===== config.mk =====
export PLATFORM = sky130hd
export DESIGN_NAME = gemac_pfc_ctrl
export DESIGN_NICKNAME = d
export VERILOG_FILES = /design/src/rtl/gemac_pfc_ctrl.sv
export SDC_FILE = /design/constraint.sdc
export NUM_CORES = 1
export LEC_CHECK = 0
export CAP_MARGIN = 10
export CORE_UTILIZATION = 54
export DETAILED_ROUTE_END_ITERATION = 10
export PLACE_DENSITY = 0.8
export SLEW_MARGIN = 20
export SYNTH_ARGS = -nofsm -noshare
export SYNTH_HDL_FRONTEND = slang
export SYNTH_SLANG_ARGS = --single-unit

===== constraint.sdc =====
create_clock -name clk -period 4.33 [get_ports clk]
set_clock_uncertainty 0.1 [all_clocks]
set_input_delay 0.6495 -clock clk [delete_from_list [all_inputs] [get_ports clk]]
set_output_delay 0.6495 -clock clk [all_outputs]
set_load 0.01 [all_outputs]

===== src/rtl/gemac_pfc_ctrl.sv =====
// gemac_pfc_ctrl
//   IEEE 802.1Qbb priority flow control for NUM_CLASSES traffic classes.
//   RX side: per-class pause timers loaded from decoded PFC frames. The
//   result is a registered per-class paused vector for the TX scheduler.
//   TX side: a three-state FSM (IDLE/REQ/HOLD) turns local per-class XOFF
//   requests into PFC frame requests (XOFF, XON release, periodic refresh).
//
// Handshake: tx_pfc_req is a level that rises together with stable
//   tx_pfc_enable_vec/tx_pfc_quanta and stays high until the frame
//   generator pulses tx_pfc_ack for one cycle; the request drops on the
//   following edge. Ack while no request is pending is ignored.
//
// Ports
//   clk, reset_n           clock, asynchronous active-low reset
//   pause_respect_en       1 = honour received PFC frames
//   rx_pfc_valid           1-cycle strobe, decoded PFC frame available
//   rx_pfc_enable_vec      class-enable vector of the received frame
//   rx_pfc_quanta          received quanta, class i at [i*QUANTA_W +: QUANTA_W]
//   class_paused           1 = TX must not start a frame on class i
//   xoff_req               level, local per-class XOFF requests
//   xoff_quanta            quanta advertised in outgoing XOFF
//   tx_pfc_req/ack         outgoing frame request / acceptance strobe
//   tx_pfc_enable_vec      enable vector of the outgoing frame
//   tx_pfc_quanta          quanta vector of the outgoing frame
//   fsm_state              debug view of the TX FSM state
module gemac_pfc_ctrl #(
   parameter int NUM_CLASSES    = 8,
   parameter int QUANTA_W       = 16,
   parameter int SLOT_CYCLES    = 64,
   parameter int REFRESH_MARGIN = 16
) (
   input  logic                            clk,
   input  logic                            reset_n,
   input  logic                            pause_respect_en,
   input  logic                            rx_pfc_valid,
   input  logic [NUM_CLASSES-1:0]          rx_pfc_enable_vec,
   input  logic [NUM_CLASSES*QUANTA_W-1:0] rx_pfc_quanta,
   output logic [NUM_CLASSES-1:0]          class_paused,
   input  logic [NUM_CLASSES-1:0]          xoff_req,
   input  logic [QUANTA_W-1:0]             xoff_quanta,
   output logic                            tx_pfc_req,
   input  logic                            tx_pfc_ack,
   output logic [NUM_CLASSES-1:0]          tx_pfc_enable_vec,
   output logic [NUM_CLASSES*QUANTA_W-1:0] tx_pfc_quanta,
   output logic [1:0]                      fsm_state
);

   localparam int            PW    = (SLOT_CYCLES > 1) ? $clog2(SLOT_CYCLES) : 1;
   localparam logic [PW-1:0] P_TOP = PW'(SLOT_CYCLES - 1);
   // Refresh timer holds R*SLOT_CYCLES-1, R < 2**QUANTA_W, SLOT_CYCLES <= 2**PW.
   localparam int            TW    = QUANTA_W + PW;

   localparam logic [1:0] ST_IDLE = 2'd0;
   localparam logic [1:0] ST_REQ  = 2'd1;
   localparam logic [1:0] ST_HOLD = 2'd2;

   // ---------------------------------------------------------------- RX timers
   logic [QUANTA_W-1:0]    q_cnt [NUM_CLASSES];
   logic [PW-1:0]          p_cnt [NUM_CLASSES];
   logic [QUANTA_W-1:0]    q_nxt [NUM_CLASSES];
   logic [PW-1:0]          p_nxt [NUM_CLASSES];
   logic [NUM_CLASSES-1:0] paused_nxt;

   always_comb begin
      paused_nxt = '0;
      for (int i = 0; i < NUM_CLASSES; i++) begin
         q_nxt[i] = q_cnt[i];
         p_nxt[i] = p_cnt[i];
         // Disable wins over a simultaneous strobe; a load wins over countdown.
         if (!pause_respect_en) begin
            q_nxt[i] = '0;
            p_nxt[i] = '0;
         end else if (rx_pfc_valid && rx_pfc_enable_vec[i]) begin
            q_nxt[i] = rx_pfc_quanta[i*QUANTA_W +: QUANTA_W];
            p_nxt[i] = P_TOP;
         end else if (q_cnt[i] != '0) begin
            if (p_cnt[i] == '0) begin
               q_nxt[i] = q_cnt[i] - QUANTA_W'(1);
               p_nxt[i] = P_TOP;
            end else begin
               p_nxt[i] = p_cnt[i] - PW'(1);
            end
         end
         // Registering the next-state test makes paused rise the cycle after
         // the strobe and last exactly Q*SLOT_CYCLES cycles.
         paused_nxt[i] = (q_nxt[i] != '0);
      end
   end

   always_ff @(posedge clk or negedge reset_n) begin
      if (!reset_n) begin
         for (int i = 0; i < NUM_CLASSES; i++) begin
            q_cnt[i] <= '0;
            p_cnt[i] <= '0;
         end
         class_paused <= '0;
      end else begin
         for (int i = 0; i < NUM_CLASSES; i++) begin
            q_cnt[i] <= q_nxt[i];
            p_cnt[i] <= p_nxt[i];
         end
         class_paused <= paused_nxt;
      end
   end

   // ---------------------------------------------------------------- TX FSM
   logic [1:0]                      state;
   logic [NUM_CLASSES-1:0]          n_mask;   // classes asserted by the pending frame
   logic [NUM_CLASSES-1:0]          s_mask;   // classes currently held in XOFF
   logic [TW-1:0]                   r_timer;
   logic                            start_req;
   logic [NUM_CLASSES-1:0]          n_new;
   logic [NUM_CLASSES*QUANTA_W-1:0] quanta_new;
   logic [QUANTA_W-1:0]             r_quanta;
   logic [TW-1:0]                   r_load;

   always_comb begin
      start_req = 1'b0;
      n_new     = xoff_req;
      case (state)
         ST_REQ: start_req = 1'b0;
         ST_HOLD: begin
            // A change in the requested set beats a coinciding refresh expiry.
            if (xoff_req != s_mask) begin
               start_req = 1'b1;
            end else if (r_timer == '0) begin
               start_req = 1'b1;
               n_new     = s_mask;
            end
         end
         default: start_req = (xoff_req != '0);
      endcase

      // Released classes (in S, not in N) go out as XON with quanta 0.
      quanta_new = '0;
      for (int i = 0; i < NUM_CLASSES; i++) begin
         if (n_new[i]) quanta_new[i*QUANTA_W +: QUANTA_W] = xoff_quanta;
      end

      r_quanta = (xoff_quanta > QUANTA_W'(REFRESH_MARGIN))
               ? xoff_quanta - QUANTA_W'(REFRESH_MARGIN) : QUANTA_W'(1);
      r_load   = TW'(r_quanta) * TW'(SLOT_CYCLES) - TW'(1);
   end

   always_ff @(posedge clk or negedge reset_n) begin
      if (!reset_n) begin
         state             <= ST_IDLE;
         n_mask            <= '0;
         s_mask            <= '0;
         r_timer           <= '0;
         tx_pfc_req        <= 1'b0;
         tx_pfc_enable_vec <= '0;
         tx_pfc_quanta     <= '0;
      end else if (start_req) begin
         state             <= ST_REQ;
         n_mask            <= n_new;
         tx_pfc_req        <= 1'b1;
         tx_pfc_enable_vec <= n_new | s_mask;
         tx_pfc_quanta     <= quanta_new;
      end else if (state == ST_REQ) begin
         if (tx_pfc_ack) begin
            s_mask     <= n_mask;
            tx_pfc_req <= 1'b0;
            if (n_mask != '0) begin
               state   <= ST_HOLD;
               r_timer <= r_load;
            end else begin
               state   <= ST_IDLE;
            end
         end
      end else if (state == ST_HOLD) begin
         r_timer <= r_timer - TW'(1);
      end
   end

   assign fsm_state = state;

endmodule


### After elaboration in Yosys (flattened, before gate mapping)

Index checks and enable logic that the tools add are counted.

* add/sub/neg operators: 19
* magnitude comparators: 1
* eq/ne operators: 13
* muxes and demuxes: 90
* bitwise logic cells: 2
* reductions and logical operators: 41

Operators by type and width (number)
* 2-to-1 mux 16 bit: 41
* nonzero test 16 bit: 16
* 2-to-1 mux 6 bit: 32
* subtractor 16 x 1 -> 16 bit (second input constant): 8
* 2-to-1 mux 22 bit: 4
* zero test 6 bit: 8
* subtractor 6 x 1 -> 6 bit (second input constant): 8
* subtractor 22 x 1 -> 22 bit (second input constant): 2
* 2-to-1 mux 8 bit: 3
* != test 3 x 1 -> 1 bit (second input constant): 8
* zero test 22 bit: 1
* > comparator 16 x 5 -> 1 bit (second input constant): 1
* nonzero test 8 bit: 2
* subtractor 16 x 5 -> 16 bit (second input constant): 1
* logical AND 1 bit: 8
* 2-to-1 mux 2 bit: 4
* != test 8 bit: 1
* bitwise OR 8 bit: 1
* nonzero test 2 bit: 3
* 2-to-1 mux 1 bit: 5
* AND reduction 4 bit: 1
* AND reduction 3 bit: 1
* equality test 2 x 1 -> 1 bit (second input constant): 1
* equality test 2 bit (second input constant): 1
* other kinds (5): 5

* register bits: 361
* input bits: 165
* output and inout bits: 147
* word-level logic and storage cells: 190

### Depth between registers and ports, before layout

Gate-level depths: netlist of run 1.

* depth in word-level cells: 6
* depth in mapped cells: 15
* depth with buffers taken out: 12

### Least setup slack after synthesis of run 1

OpenSTA, ideal clock, no wires.

* path kind: input to register
* from: input port xoff_quanta[4]
* to: register r_timer[21]
* arrival time: 3170 ps
* required time: 4106 ps
* slack: 936 ps
* cell stages on the path: 11
* path buffers: 1
* cells stage by stage: clkbuf_1 inv_1 ha_1 or3b_2 nor2_1 a21oi_1 o41ai_1 or4b_1 o211ai_1 o31ai_1 o31a_1

* longest elaborated chain between the ends: 6
* elaborated cells on any way between the ends: 7
* classes of those cells: 2 x add/sub; 1 x order compare; 4 x mux

RTL lines
* start, declared: line 40 `input logic [QUANTA_W-1:0] xoff_quanta,`
* subtractor 16 x 5 -> 16 bit / > comparator 16 x 5 -> 1 bit (equally long branches): line 141, 140
* 2-to-1 mux 16 bit *: line 141 `? xoff_quanta - QUANTA_W'(REFRESH_MARGIN) : QUANTA_W'(1);`
* subtractor 22 x 1 -> 22 bit *: line 142 `r_load = TW'(r_quanta) * TW'(SLOT_CYCLES) - TW'(1);`
* 2-to-1 mux 22 bit *: line 164 `if (n_mask != '0) begin`
* 2-to-1 mux 22 bit *: line 161 `if (tx_pfc_ack) begin`
* 2-to-1 mux 22 bit *: line 160 `end else if (state == ST_REQ) begin`
* end signal, assigned: line 166 `r_timer <= r_load;`
* end signal, assigned: line 172 `r_timer <= r_timer - TW'(1);`
* end, declared: line 110 `logic [TW-1:0] r_timer;`

Every way passes the cells marked *; elsewhere a longest branch is shown, timed or not. The select of a mux whose other input is x is not followed.
A chain may end at the register's enable or synchronous reset.

### Worst setup path in the final report of run 1

* from: register r_timer[0]
* to: register r_timer[2]

* longest elaborated chain between the ends: 6
* elaborated cells on any way between the ends: 9
* classes of those cells: 1 x add/sub; 5 x mux; 1 x bitwise; 2 x reduce/logical

RTL lines
* branches (longest 6 deep; another with subtractor 22 x 1 -> 22 bit)

Several ways; the timed one is not identified. The select of a mux whose other input is x is not followed.

==> flow_summary_export.csv, run 1 <==
group,metric,value,unit
finish,stdcell_count,2969,
finish,nFillCells,2669,
logic_synthesis,syn-num-nets,2411,
logic_synthesis,ys_top_cells_by_count,"nand2_1, dfrtp_1, o21ai_0",
finish,multi_input_area,9480,um^2
logic_synthesis,synth_area_per_cell,8.67,um^2
placed_design,dp.final_hpwl,39.2,mm
logic_synthesis,syn_area,19200,um^2
finish,stdcell_area,24300,um^2
detailed_routing,drc,0,
clocking,cts-buffers-inserted,40,
finish,drive_above_1_share,6.96,%
timing,fin_crit_sh,80.4,%
placed_design,place.gp.congestion,0.943,
logic_synthesis,ys_async_sr_fraction,100,%
detailed_routing,first_pass_iters,5,
logic_synthesis,synthFlopType,"dfrtp_1",
setup_path,path_class,"flop to flop",
setup_path,cp-start-kind,"flop",
clocking,htree_levels,2,
global_route,grt-ovfl-total,0,
timing,slew_headroom,39.6,%
detailed_routing,wl_per_cell,18.9,um
clocking,clkSinkCount,360,
clocking,hold_buffers,0,
global_route,antenna_found_initial,1,
setup_path,r2r_slack,0.85,ns
global_route,grt_max_degree,167,
timing,rsz0062_at_grt,"no",
logic_synthesis,ys_top_cells_by_area,"dfrtp_1, o21ai_0, nand2_1",
setup_path,rr_worst_depth,10,
timing,fin_setup_tns,0,ns
setup_path,required,4.67,ns
placed_design,dpl_cell_area,22800,um^2
logic_synthesis,synth_area_leader_cell,"dfrtp_1",
timing,period_minus_slack,3.48,ns
clocking,cts_buffer_depth,3,
setup_path,cp-end-kind,"flop",
timing,maxSlewViolCount,0,
timing,max_freq,287,MHz
setup_path,worstPathArrival,3.82,ns
logic_synthesis,synth_cell_types,76,
die,die_x,191,um
detailed_routing,drtIter0Drc,1278,
logic_synthesis,syn_inst,2215,
die,die_y,191,um
logic_synthesis,synth-seq-area-share,46.9,%
timing,setup_violations,0,
run_status,status,"completed",
die,io-pin-count,312,
power_and_ir_drop,peakVddDrop,0.801,mV
power_and_ir_drop,power.leakage,10.1,nW
finish,finalNetCount,2678,
timing,worst_slew_pin_slew,0.900,ns
timing,hold_violations,0,
setup_path,r2r_end,"r_timer[2]",
detailed_routing,vias,17917,
global_route,grt_usage,30.7,%
logic_synthesis,synth_top_area_share,46.9,%
clocking,post_cts.repair.setup_buffers,0,
finish,seq_area,9010,um^2
detailed_routing,viasPerCell,6.03,
logic_synthesis,synth_seq_cells,360,
clocking,cts_resized,0,
job,drv_cap,0,
finish,fin_util,69.7,%
die,start_util,55.2,%
clocking,cts_tree,"built",
global_route,grt_first_pass_wirelength,89.7,mm
logic_synthesis,yosysMostFrequentCell,"nand2_1",
power_and_ir_drop,finalPower,13.7,mW
clocking,cts_root_buffer,"clkbuf_16",
finish,n_antenna_cell,0,
die,dieArea,36300,um^2
logic_synthesis,yosysWarnings,0,
detailed_routing,routed_wl,56.2,mm
logic_synthesis,synth_enable_flop_cells,0,
power_and_ir_drop,p_per_area,563,nW/um^2
clocking,clock_latency,0.56,ns
placed_design,numPortBuffers,311,
clocking,clk_pin_slew,0.06,ns
die,num_rows,68,
placed_design,dp.cells,2895,
worst_hold_path,hp-class,"input pin to asynchronous set/reset pin",
setup_path,r2r_start,"r_timer[0]",
finish,synthToLayoutAreaGrowth,26.3,%
die,core-area,34800,um^2
global_route,grt_pass1_vias,17484,
detailed_routing,final_antenna_net_count,0,
setup_path,cp_max_fo,18,
-- critical path: stages, from the launching register on --
cell and delay [ns]:
dfrtp_1 0.42, inv_1 0.07, ha_1 0.19, or3b_1 0.46, nor4_4 0.51, nand4_1 0.27
a211o_1 0.38, nand2_1 0.47, buf_4 0.26, nor2_1 0.05, o22a_1 0.18
-- cells in the final DEF, fill, tap and decap left out, types with 8 or more instances in the layout --
cell type,count
clkbuf_8,9
dfrtp_1,360
o31ai_1,15
or4_1,32
ha_1,31
o211ai_1,10
nand4b_1,13
buf_4,49
clkbuf_16,40
and2_1,19
nor3_1,55
or3_1,35
inv_1,52
nand3_1,40
a21oi_1,190
a31o_2,9
clkinv_2,8
or2_2,12
and3_1,12
a31oi_1,28
a211oi_1,18
mux2_2,17
o21ai_0,285
nor4_1,56
clkdlybuf4s50_1,309
xor2_1,49
nand4_1,20
nor2b_1,10
nor2_1,128
nand2b_1,11
xnor2_1,71
nand2_1,369
nor3b_1,9
nor4b_1,8
-- routing by layer --
metal  vias up  wire (um)  GRT usage (%)
met4         2       1520           10.1
met3       116       4660           7.10
met5         -          8              0
met1      8694      23800           40.4
li1       8427          -              -
met2       678      26200           50.1
-- where the power goes --
part / switching, mW / internal (mW) / leakage (nW) / total, mW
logic: 2.81 / 2.21 / 4.79 / 5.02
clock network: 1.43 / 2.23 / 0.707 / 3.66
registers: 0.719 / 4.26 / 4.61 / 4.98
total: 4.95 / 8.70 / 10.1 / 13.7
-- through the flow --
stage | worst slack, ns | hold slack [ns]
after floorplan | 0.936 | 0.254
after global placement | 0.490 | 0.362
after detailed placement | 0.408 | 0.370
after CTS | 0.892 | 0.0602
after global routing | 0.617 | 0.0895
final | 0.848 | 0.0487
-- cell type report --
cell class	instances	area share (%)
multi-input combinational	1663	39.1
sequential	360	37.1
timing repair buffer	364	14.7
clock buffer	56	4.74
tap	455	2.35
clock inverter	18	1.14
inverter	53	0.820
-- worst max path at each step --
stage	from	endpoint	cells past startpoint
floorplan	xoff_quanta[4]	r_timer[21]	11
global placement	xoff_quanta[5]	r_timer[21]	11
detailed placement	xoff_quanta[13]	r_timer[20]	12
CTS	r_timer[0]	r_timer[5]	10
global route	r_timer[0]	r_timer[21]	10
finish	r_timer[0]	r_timer[2]	10
-- sequential cells by signal, indices dropped and copies added, names as in the netlist --
signal and count:
q_cnt 128, tx_pfc_quanta 128, p_cnt 48, r_timer 22
class_paused 8, n_mask 8, s_mask 8, tx_pfc_enable_vec 8
fsm_state 2
-- cells by family after synthesis --
group | count (synthesis) | share of synthesized area [%]
AO/OA/AOI/OAI | 632 | 18.7
XOR/XNOR | 120 | 5.47
adder cells (fa/ha/maj) | 31 | 2.02
buffers and inverters | 192 | 3.79
flip-flops | 360 | 46.9
multiplexers | 21 | 1.20
AND/OR/NAND/NOR | 859 | 21.9
No activity file was read; power rests on OpenSTA's default activity.
==> run 2: changes to the inputs <==
--- a/config.mk
+++ b/config.mk
@@ -6,9 +6,9 @@
 export NUM_CORES = 1
 export LEC_CHECK = 0
 export CAP_MARGIN = 10
-export CORE_UTILIZATION = 54
+export CORE_UTILIZATION = 49
 export DETAILED_ROUTE_END_ITERATION = 10
-export PLACE_DENSITY = 0.8
+export PLACE_DENSITY = 0.76
 export SLEW_MARGIN = 20
 export SYNTH_ARGS = -nofsm -noshare
 export SYNTH_HDL_FRONTEND = slang
==> constraint.sdc (replaced) <==
create_clock -name clk -period 2.89 [get_ports clk]
set_clock_uncertainty 0.1 [all_clocks]
set_input_delay 0.4335 -clock clk [delete_from_list [all_inputs] [get_ports clk]]
set_output_delay 0.4335 -clock clk [all_outputs]
set_load 0.01 [all_outputs]
==> flow_summary_export.csv, run 2 (synthesis results as in run 1) <==
group,metric,value,unit
clocking,cts_root_buffer,"clkbuf_16",
die,start_util,49.7,%
clocking,clkSinkCount,360,
timing,hold_violations,0,
setup_path,path_buf_inv,1,
setup_path,crit_cells,10,
setup_path,cp-start-kind,"flop",
detailed_routing,routed_wl,60.9,mm
worst_hold_path,hp-class,"input pin to flop",
timing,period_minus_slack,3.06,ns
finish,final_common_cell,"nand2_1",
setup_path,critPathLaunch,"p_cnt[25]",
worst_hold_path,holdCritStartpoint,"pause_respect_en",
global_route,grt-ovfl-total,0,
placed_design,place_ws,-0.448,ns
detailed_routing,wl_per_cell,18.9,um
finish,nFillCells,3037,
detailed_routing,drc,0,
clocking,cts_tree,"built",
die,dieArea,40000,um^2
timing,fin_crit_sh,106,%
placed_design,place.gp.congestion,0.917,
run_status,status,"finished with violations",
clocking,cts-buffers-inserted,40,
global_route,grt_pass1_vias,18047,
global_route,grt_max_degree,89,
setup_path,rr_worst_depth,10,
die,core-area,38600,um^2
setup_path,r2r_end,"class_paused[3]",
setup_path,r2r_start,"p_cnt[25]",
finish,layout_common_cells,"nand2_1, dfrtp_1, clkdlybuf4s50_1",
die,num_rows,72,
detailed_routing,viasPerCell,5.76,
clocking,clock_latency,0.56,ns
clocking,htree_levels,2,
global_route,grt_usage,29.4,%
setup_path,crit_end,"class_paused[3]",
timing,rsz0062_at_grt,"yes",
detailed_routing,drtIter0Drc,985,
finish,synthToLayoutAreaGrowth,36.9,%
placed_design,numPortBuffers,311,
finish,drive_above_1_share,16.1,%
setup_path,required,3.21,ns
placed_design,dp.final_hpwl,42.4,mm
timing,worst_slew_pin_slew,0.527,ns
power_and_ir_drop,p_per_area,820,nW/um^2
run_status,violations,"setup timing",
finish,finalNetCount,2871,
global_route,antenna_found_initial,4,
finish,largestRegisters,"q_cnt: 128 flops, tx_pfc_quanta: 128 flops, p_cnt: 48 flops",
setup_path,r2r_slack,-0.17,ns
timing,max_freq,326,MHz
power_and_ir_drop,finalPower,21.6,mW
detailed_routing,first_pass_iters,7,
power_and_ir_drop,peakVddDrop,0.726,mV
clocking,cts_buffer_depth,3,
power_and_ir_drop,power.leakage,11.1,nW
setup_path,crit_family,"simple AND/OR/NAND/NOR gates",
setup_path,worstPathArrival,3.38,ns
finish,multi_input_area,9890,um^2
global_route,grt_first_pass_wirelength,93.0,mm
die,die_x,200,um
timing,setup_violations,3,
timing,finalWorstSetupSlack,-0.175,ns
clocking,clk_pin_slew,0.06,ns
setup_path,path_cells,"inv_1 -> ha_1 -> or4b_4 -> or2_4 -> o31a_1 -> o311a_1 -> nand4bb_1 -> or4_1 -> nor4_2 -> nand4b_1",
detailed_routing,final_antenna_net_count,0,
setup_path,slowest_delay,0.46,ns
finish,seq_area,9010,um^2
timing,slew_headroom,64.5,%
die,io-pin-count,312,
detailed_routing,vias,18560,
timing,maxSlewViolCount,0,
setup_path,cp_max_fo,4,
setup_path,crit_slowest_cell,"or4b_4",
setup_path,cp-end-kind,"flop",
die,die_y,200,um
setup_path,path_class,"flop to flop",
job,drv_cap,0,
## run 2: through the flow
| step | utilization [%] | hold WS [ns] | area [um^2] | TNS (ns) | instances |
|---|---|---|---|---|---|
| 3_3_place_gp | 63.0 | 0.311 | 24400 | -3.51 | 3132 |
| 6_report | 68.1 | 0.0957 | 26300 | -0.242 | 3222 |
| 4_1_cts | 66.8 | 0.0672 | 25800 | -0.256 | 3204 |
| 2_1_floorplan | - | 0.0379 | 19300 | -0.128 | 2215 |
| 3_5_place_dp | 63.0 | 0.312 | 24400 | -4.85 | 3132 |
| 5_1_grt | 68.0 | 0.0826 | 26300 | -0.934 | 3221 |
## run 2: how the worst min path moves through the flow
stage	slack (ns)	cells after the start	end
finish	0.1	2	q_cnt[76]
detailed placement	0.31	1	q_cnt[20]
floorplan	0.04	0	class_paused[0]
global placement	0.31	1	q_cnt[20]
CTS	0.07	2	q_cnt[76]
global route	0.08	2	q_cnt[76]
## run 2: power breakdown
| part | internal (mW) | switching (mW) | total (mW) |
|---|---|---|---|
| registers | 6.38 | 1.03 | 7.40 |
| logic | 4.35 | 4.67 | 9.03 |
| clock network | 3.01 | 2.13 | 5.14 |
## run 2: final cells by class
class | instances | area share (%)
multi-input cells | 1663 | 37.6
flip-flops and latches | 360 | 34.3
repair buffers | 557 | 19.9
clock buffers | 50 | 4.26
well taps | 518 | 2.46
inverters | 53 | 0.756
clock inverters | 19 | 0.704
diodes | 2 | 0.0190
## run 2: layer usage
metal  up-vias  share of wire (%)  GRT usage [%]
li1       8784                  -              -
met4         2                2.9           9.95
met3       119                8.6           7.69
met2       673                 47           48.5
met5         -              0.021              0
met1      8982                 42           37.6
## run 2: timing repair
item,CTS,global route
setup endpoints to repair,8,115
hold buffers,1,0
gates resized for setup,31,56
gates cloned,0,6
pin swaps,8,15
hold endpoints to repair,48,0
setup buffers,2,10
